**config.mk**
```make
export PLATFORM = sky130hd
export DESIGN_NAME = ptp_tx_axis_arb
export DESIGN_NICKNAME = d
export VERILOG_FILES = /design/src/rtl/ptp_axis_pkg.sv /design/src/rtl/axis_skid_buf.sv /design/src/rtl/ptp_tx_axis_arb.sv
export SDC_FILE = /design/constraint.sdc
export NUM_CORES = 1
export LEC_CHECK = 0
export CORE_ASPECT_RATIO = 1.5
export CORE_MARGIN = 5
export CORE_UTILIZATION = 52
export CTS_BUF_LIST = sky130_fd_sc_hd__clkbuf_16
export DETAILED_ROUTE_END_ITERATION = 12
export PLACE_DENSITY_LB_ADDON = 0.2
export SYNTH_ARGS = -nofsm -noshare
export SYNTH_HDL_FRONTEND = slang
export SYNTH_SLANG_ARGS = --single-unit
```
**constraint.sdc**
```tcl
create_clock -name clk -period 2.5 [get_ports clk]
set_input_delay 0.5 -clock clk [delete_from_list [all_inputs] [get_ports clk]]
set_output_delay 0.5 -clock clk [all_outputs]
set_load 0.005 [all_outputs]
```
**src/rtl/ptp_axis_pkg.sv**
```systemverilog
// Shared types for the PTP/TSS transmit payload path.
// Contents: arbiter FSM state enum, arbitration mode constants and the
// 8-bit AXI-Stream beat carried through the output skid buffer.
package ptp_axis_pkg;

  typedef enum logic [1:0] {
    IDLE  = 2'd0,
    PASS  = 2'd1,
    DRAIN = 2'd2
  } arb_state_e;

  localparam int unsigned ARB_RR    = 0;
  localparam int unsigned ARB_FIXED = 1;

  typedef struct packed {
    logic [7:0] tdata;
    logic       tlast;
    logic       tid;
    logic       tuser;
  } axis8_beat_t;

endpackage

```
**src/rtl/axis_skid_buf.sv**
```systemverilog
// Two-entry registered skid buffer for axis8_beat_t.
// Ports:
//   clk, rst              clock and synchronous active-high reset
//   in_beat/in_valid      write side; a write happens when in_valid && in_ready
//   in_ready              high while the skid entry (entry 1) is empty
//   out_beat/out_valid    read side, driven straight from entry 0
//   out_ready             downstream ready
module axis_skid_buf
  import ptp_axis_pkg::*;
(
  input  logic        clk,
  input  logic        rst,
  input  axis8_beat_t in_beat,
  input  logic        in_valid,
  output logic        in_ready,
  output axis8_beat_t out_beat,
  output logic        out_valid,
  input  logic        out_ready
);

  axis8_beat_t out_q;
  axis8_beat_t skid_q;
  logic        out_valid_q;
  logic        skid_valid_q;
  logic        push;

  assign in_ready  = !skid_valid_q;
  assign push      = in_valid && !skid_valid_q;
  assign out_beat  = out_q;
  assign out_valid = out_valid_q;

  // Entry 0 refills from the skid first; a stalled entry 0 diverts writes into the skid.
  always_ff @(posedge clk) begin
    if (rst) begin
      out_q        <= '0;
      skid_q       <= '0;
      out_valid_q  <= 1'b0;
      skid_valid_q <= 1'b0;
    end else if (out_ready || !out_valid_q) begin
      if (skid_valid_q) begin
        out_q        <= skid_q;
        out_valid_q  <= 1'b1;
        skid_valid_q <= 1'b0;
      end else if (push) begin
        out_q       <= in_beat;
        out_valid_q <= 1'b1;
      end else begin
        out_valid_q <= 1'b0;
      end
    end else if (push) begin
      skid_q       <= in_beat;
      skid_valid_q <= 1'b1;
    end
  end

endmodule

```
**src/rtl/ptp_tx_axis_arb.sv**
```systemverilog
// Frame-atomic two-input AXI-Stream arbiter feeding the UDP/GMII TX payload input.
// Input 0 = PTP generator payload, input 1 = TSS TX controller payload.
// Ports:
//   clk, rst                      GMII TX clock, synchronous active-high reset
//   s0_axis_*, s1_axis_*          payload inputs (tdata/tvalid/tready/tlast)
//   m_axis_*                      registered output; tid = source, tuser = truncated
//   frame_cnt0_o, frame_cnt1_o    completed frames per input (wrapping)
//   trunc_cnt_o                   truncated frames, both inputs (wrapping)
module ptp_tx_axis_arb
  import ptp_axis_pkg::*;
#(
  parameter int unsigned DATA_WIDTH = 8,
  parameter int unsigned ARB_MODE   = ARB_RR,
  parameter int unsigned MAX_LEN    = 1500,
  parameter int unsigned CNT_WIDTH  = 16
) (
  input  logic                  clk,
  input  logic                  rst,
  input  logic [DATA_WIDTH-1:0] s0_axis_tdata,
  input  logic                  s0_axis_tvalid,
  output logic                  s0_axis_tready,
  input  logic                  s0_axis_tlast,
  input  logic [DATA_WIDTH-1:0] s1_axis_tdata,
  input  logic                  s1_axis_tvalid,
  output logic                  s1_axis_tready,
  input  logic                  s1_axis_tlast,
  output logic [DATA_WIDTH-1:0] m_axis_tdata,
  output logic                  m_axis_tvalid,
  input  logic                  m_axis_tready,
  output logic                  m_axis_tlast,
  output logic                  m_axis_tid,
  output logic                  m_axis_tuser,
  output logic [CNT_WIDTH-1:0]  frame_cnt0_o,
  output logic [CNT_WIDTH-1:0]  frame_cnt1_o,
  output logic [CNT_WIDTH-1:0]  trunc_cnt_o
);

  localparam int unsigned LEN_W = $clog2(MAX_LEN + 1);

  arb_state_e           state_q, state_d;
  logic                 grant_q, grant_d;
  logic                 last_grant_q, last_grant_d;
  logic [LEN_W-1:0]     len_q, len_d;
  logic [CNT_WIDTH-1:0] fcnt0_q, fcnt0_d;
  logic [CNT_WIDTH-1:0] fcnt1_q, fcnt1_d;
  logic [CNT_WIDTH-1:0] tcnt_q, tcnt_d;

  logic                  sel_valid_c;
  logic                  sel_last_c;
  logic [DATA_WIDTH-1:0] sel_data_c;
  logic                  skid_ready_c;
  logic                  push_c;
  logic                  s0_ready_c;
  logic                  s1_ready_c;
  axis8_beat_t           beat_c;
  axis8_beat_t           out_beat_c;

  // Granted input as seen by the FSM.
  assign sel_valid_c = grant_q ? s1_axis_tvalid : s0_axis_tvalid;
  assign sel_last_c  = grant_q ? s1_axis_tlast  : s0_axis_tlast;
  assign sel_data_c  = grant_q ? s1_axis_tdata  : s0_axis_tdata;

  // State and counter registers.
  always_ff @(posedge clk) begin
    if (rst) begin
      state_q      <= IDLE;
      grant_q      <= 1'b0;
      last_grant_q <= 1'b1;
      len_q        <= '0;
      fcnt0_q      <= '0;
      fcnt1_q      <= '0;
      tcnt_q       <= '0;
    end else begin
      state_q      <= state_d;
      grant_q      <= grant_d;
      last_grant_q <= last_grant_d;
      len_q        <= len_d;
      fcnt0_q      <= fcnt0_d;
      fcnt1_q      <= fcnt1_d;
      tcnt_q       <= tcnt_d;
    end
  end

  // Arbitration, frame length tracking, truncation and drain.
  always_comb begin
    state_d      = state_q;
    grant_d      = grant_q;
    last_grant_d = last_grant_q;
    len_d        = len_q;
    fcnt0_d      = fcnt0_q;
    fcnt1_d      = fcnt1_q;
    tcnt_d       = tcnt_q;
    push_c       = 1'b0;
    beat_c       = '0;
    s0_ready_c   = 1'b0;
    s1_ready_c   = 1'b0;

    case (state_q)
      IDLE: begin
        if (s0_axis_tvalid || s1_axis_tvalid) begin
          if (ARB_MODE == ARB_FIXED) begin
            grant_d = !s0_axis_tvalid;
          end else if (s0_axis_tvalid && s1_axis_tvalid) begin
            grant_d = !last_grant_q;
          end else begin
            grant_d = s1_axis_tvalid;
          end
          last_grant_d = grant_d;
          state_d      = PASS;
        end
      end

      PASS: begin
        s0_ready_c = !grant_q && skid_ready_c;
        s1_ready_c = grant_q && skid_ready_c;
        if (sel_valid_c && skid_ready_c) begin
          push_c       = 1'b1;
          beat_c.tdata = sel_data_c;
          beat_c.tid   = grant_q;
          if (sel_last_c) begin
            beat_c.tlast = 1'b1;
            if (grant_q) fcnt1_d = fcnt1_q + CNT_WIDTH'(1);
            else         fcnt0_d = fcnt0_q + CNT_WIDTH'(1);
            len_d   = '0;
            state_d = IDLE;
          end else if (len_q == LEN_W'(MAX_LEN - 1)) begin
            // MAX_LEN-th byte without tlast: close the frame here and discard the rest.
            beat_c.tlast = 1'b1;
            beat_c.tuser = 1'b1;
            tcnt_d       = tcnt_q + CNT_WIDTH'(1);
            len_d        = '0;
            state_d      = DRAIN;
          end else begin
            len_d = len_q + LEN_W'(1);
          end
        end
      end

      DRAIN: begin
        s0_ready_c = !grant_q;
        s1_ready_c = grant_q;
        if (sel_valid_c && sel_last_c) state_d = IDLE;
      end

      default: state_d = IDLE;
    endcase
  end

  axis_skid_buf u_skid (
    .clk       (clk),
    .rst       (rst),
    .in_beat   (beat_c),
    .in_valid  (push_c),
    .in_ready  (skid_ready_c),
    .out_beat  (out_beat_c),
    .out_valid (m_axis_tvalid),
    .out_ready (m_axis_tready)
  );

  assign s0_axis_tready = s0_ready_c;
  assign s1_axis_tready = s1_ready_c;
  assign m_axis_tdata   = out_beat_c.tdata;
  assign m_axis_tlast   = out_beat_c.tlast;
  assign m_axis_tid     = out_beat_c.tid;
  assign m_axis_tuser   = out_beat_c.tuser;
  assign frame_cnt0_o   = fcnt0_q;
  assign frame_cnt1_o   = fcnt1_q;
  assign trunc_cnt_o    = tcnt_q;

endmodule

```
==> results.md, run 1 <==
Setup path:
- The element type at the critical path end is an output port.
- Setup slack on the worst reg-to-reg path comes out at 200 ps.
- The critical path data required time is 2000 ps.
- The worst setup path is launched from a register.
- At the worst endpoint, the arrival time is 1870 ps.
- The setup path with the least slack is of type register to output port.
- The largest fanout on the critical path is 8.

Cells and area:
- The number of antenna diodes in the final layout is 0.
- The area added between synthesis and finish is 29.8%.
- The post-route netlist has 12.0% of its cells at a drive strength greater than 1.
- After the last flow step, the layout net total stands at 608.
- The count of non-filler cells in the finished layout is 688.

CTS:
- The H-tree generated during clock tree synthesis spans 3 levels.
- The clock tree from TritonCTS is done.
- In this run, post-CTS hold repair placed 0 buffers.
- Clock-pin slew was measured on the worst setup and hold paths at 60 ps.
- Clock tree synthesis selected as its root buffer the cell clkbuf_16.
- The maximum buffer depth of the clock tree is 2.
- TritonCTS created 9 clock buffers.
- For this design, the sink count on the clock tree is 87.
- The clock latency on the worst-skew pair is 330 ps.

Power and ir drop:
- The total leakage power is 1.88 nW.
- Dividing total power by cell area gives a power density of 552 nW/um^2.
- The maximum VDD drop is 0.363 mV.

Placed design:
- Buffers placed on the I/O ports in this run total 84.
- The congestion estimate from routability-driven global placement came to 0.846.
- The post-DP HPWL is 7470 um.
- Once placement completed, the tool counted placed cells totaling 672.

Timing:
- Setup repair after global routing left no endpoint under its margin.
- The tightest hold path in the finished design has a slack of 480 ps.
- Static timing analysis puts the maximum clock frequency at 422 MHz.
- The post-route clock period utilization is 94.9%.
- The number of hold-slack violations in the final timing report was 0.
- Setup violations remaining at the end of the flow were counted as 0.
- Subtracting the final worst setup slack from the clock period gives 2370 ps.
- For the final database, setup skew stands at 5.74 ps.
- The max-slew violation count is 0.
- The summed negative setup slack over all endpoints is 0 ps.
- At the pin with the least slew margin, the transition time is 623 ps.
- The relative slew slack is 58.2%.

GRT:
- The pin count of the biggest net entering global routing is 46.
- The number of global-route vias before repair is 3,829.
- For this run, the total global-route usage over all layers was measured as 20.8%.
- After global routing the overflow that remains totals 0.
- The first global-routing pass estimated 17,700 um of wire.
- The initial antenna violation count is 0.

Synth:
- The share of the Yosys chip area taken by registers is 40.3%.
- The count of unique library cells instantiated by Yosys is 57.
- The total number of yosys warnings is 0.
- The synthesized netlist occupies a cell area of 4320 sq um.
- The top cell type's share of synthesized area is 40.3%.
- The post-synthesis area per instance is 8.74 sq um.
- The top flip-flop cell by instance count after synthesis is dfxtp_1.
- The count of flip-flops with a built-in enable after synthesis is 0.
- The most frequently used cell type in the post-synthesis netlist is dfxtp_1.
- Of all cell types, the one taking the most synthesized area is dfxtp_1.
- Ranked by total cell area, the synthesized netlist is headed by dfxtp_1 (40%), nor2_1 (4.3%), a21oi_1 (4.2%), a211oi_1 (3.7%), xnor2_1 (2.6%).
- The synthesized instance count is 494.
- Counting flops and latches in the post-synthesis netlist gives 87.
- The number of nets in the synthesized netlist is 524.
- For this run, asynchronously set or reset flops after synthesis account for 0%.
- Ranked by instance count, the synthesized netlist is headed by dfxtp_1 (87), nor2_1 (49), a21oi_1 (36).

Floorplanning:
- The total die area is 10,300 sq um.
- In this run the core area contains 40 standard-cell rows.
- The region available for standard cell placement spans 8060 sq um.
- The count of pins on the block boundary is 85.
- Measured along the x axis, the die boundary spans 84.4 um.
- Once the floorplan was initialized, standard cells occupied 53.6% of the core.
- The height of the chip is 122 um.

Detailed routing:
- The DRC violation count after routing is 0.
- The detailed-route wire length is 10,900 um.
- The via count of the routed design is 4,091.
- After the first detailed-routing iteration, the DRC count stood at 252.
- The remaining antenna violation count is 0.
- Dividing the detail-routed wire length by the instance count gives 15.9 um.
- The number of iterations in the first detailed-routing pass is 4.
- Using the TritonRoute via totals, the vias-per-cell ratio works out to 5.95.

Min path:
- The type of the tightest min-delay check is register to register.

Flow run:
- The number of max-capacitance violations reported is 0.

Outcome:
- The run finished with clean final reports.
-- power breakdown --
group,switching (mW),total (mW),leakage (nW),internal [mW]
Clock,0.525,1.28,0.149,0.758
Sequential,0.0244,1.44,0.703,1.42
Combinational,0.185,0.367,1.02,0.182
-- critical path, stage by stage (launching register included) --
cell             delay, ps
dfxtp_1                320
inv_1                  130
ha_4                   200
nor2b_2                180
o21ai_2                 90
nor2_1                 110
clkdlybuf4s50_1        520
-- final timing paths --
kind | start | to | cells after the start
max | state_q[1] | s0_axis_tready | 6
min | len_q[1] | len_q[1] | 2
max reg2reg | len_q[0] | trunc_cnt_o[11] | 6
min reg2reg | len_q[1] | len_q[1] | 2
-- layer usage --
metal  track usage [%]  part of all wire, %  up-vias  wire (um)
met5                 0                    0        -          0
met4              6.14                  1.2        0        133
met3              5.21                  5.6       11        616
met2              37.9                   52      121       5730
met1              23.8                   41     1961       4430
li1                  -                    -     1998          -
-- flip-flops by register name, indices dropped and copies added, names as in the netlist --
signal,flops
u_skid.out_beat,11
u_skid.skid_q,11
len_q,11
u_skid.skid_valid_q,1
trunc_cnt_o,16
frame_cnt0_o,16
grant_q,1
u_skid.out_valid,1
state_q,2
last_grant_q,1
frame_cnt1_o,16
-- kinds of logic (layout without fill, tap and decap cells) --
| group | Yosys count | in the layout | synth area share [%] |
|---|---|---|---|
| simple gates | 192 | 192 | 24.3 |
| compound gates | 118 | 118 | 19.0 |
| flops | 87 | 87 | 40.3 |
| buf+inv | 49 | 138 | 5.04 |
| xor+xnor | 21 | 21 | 4.26 |
| mux | 20 | 20 | 5.01 |
| fa+ha+maj | 7 | 7 | 2.03 |
-- stage by stage --
stage | power, mW | worst slack, ps | instance area, sq um | utilization (%)
5_1_grt | 3.21 | 13.7 | 5600 | 69.5
6_report | 3.09 | 129 | 5600 | 69.5
3_3_place_gp | 1.82 | 128 | 5300 | 65.8
3_5_place_dp | 1.83 | 77.5 | 5300 | 65.8
2_1_floorplan | 1.67 | 511 | 4320 | -
4_1_cts | 3.11 | 55.3 | 5600 | 69.5
-- layout by cell type, fill, tap and decap left out, types with 2 or more instances in the layout --
cell             count
clkbuf_16            9
a2bb2oi_1            8
o311ai_1             3
or2_2               10
a21oi_1             36
or3_1               12
o21ai_0             11
nor2_1              49
o311ai_0             5
or4_1                7
xnor2_1             13
inv_1               15
nand3_1             21
nand2_1             25
and2_1               4
and3_1               3
nor3_1               6
o41ai_1              5
nor2b_1              9
buf_4               25
o31ai_1             13
ha_1                 6
nand2b_1             2
a31o_2               2
mux2_2               9
mux2i_1              9
xor2_1               8
nand4_1             17
a211oi_1            21
a311oi_1             4
dfxtp_1             87
nor4_1              13
nand4b_1             2
and4_1               3
clkdlybuf4s50_1     83
clkinv_2             3
-- area by class of cell --
type / instances / area [sq um]
clock inverters: 7 / 56.3
clock buffers: 9 / 225
well taps: 105 / 131
fillers: 656 / 2450
flip-flops and latches: 87 / 1740
multi-input cells: 358 / 2380
repair buffers: 109 / 1020
inverters: 13 / 48.8
-- repair_timing --
item	4_1_cts	5_1_grt
setup endpoints to repair	2	2
buffers inserted	0	0
resized for setup	3	2
Power figures use the tool's default switching activity.
==> inputs of run 2 (changes only) <==
Settings changed: CAP_MARGIN set to 20, SLEW_MARGIN set to 20.
==> results of run 2 <==
The final DEF is identical to that of run 1; final timing and power are the same.
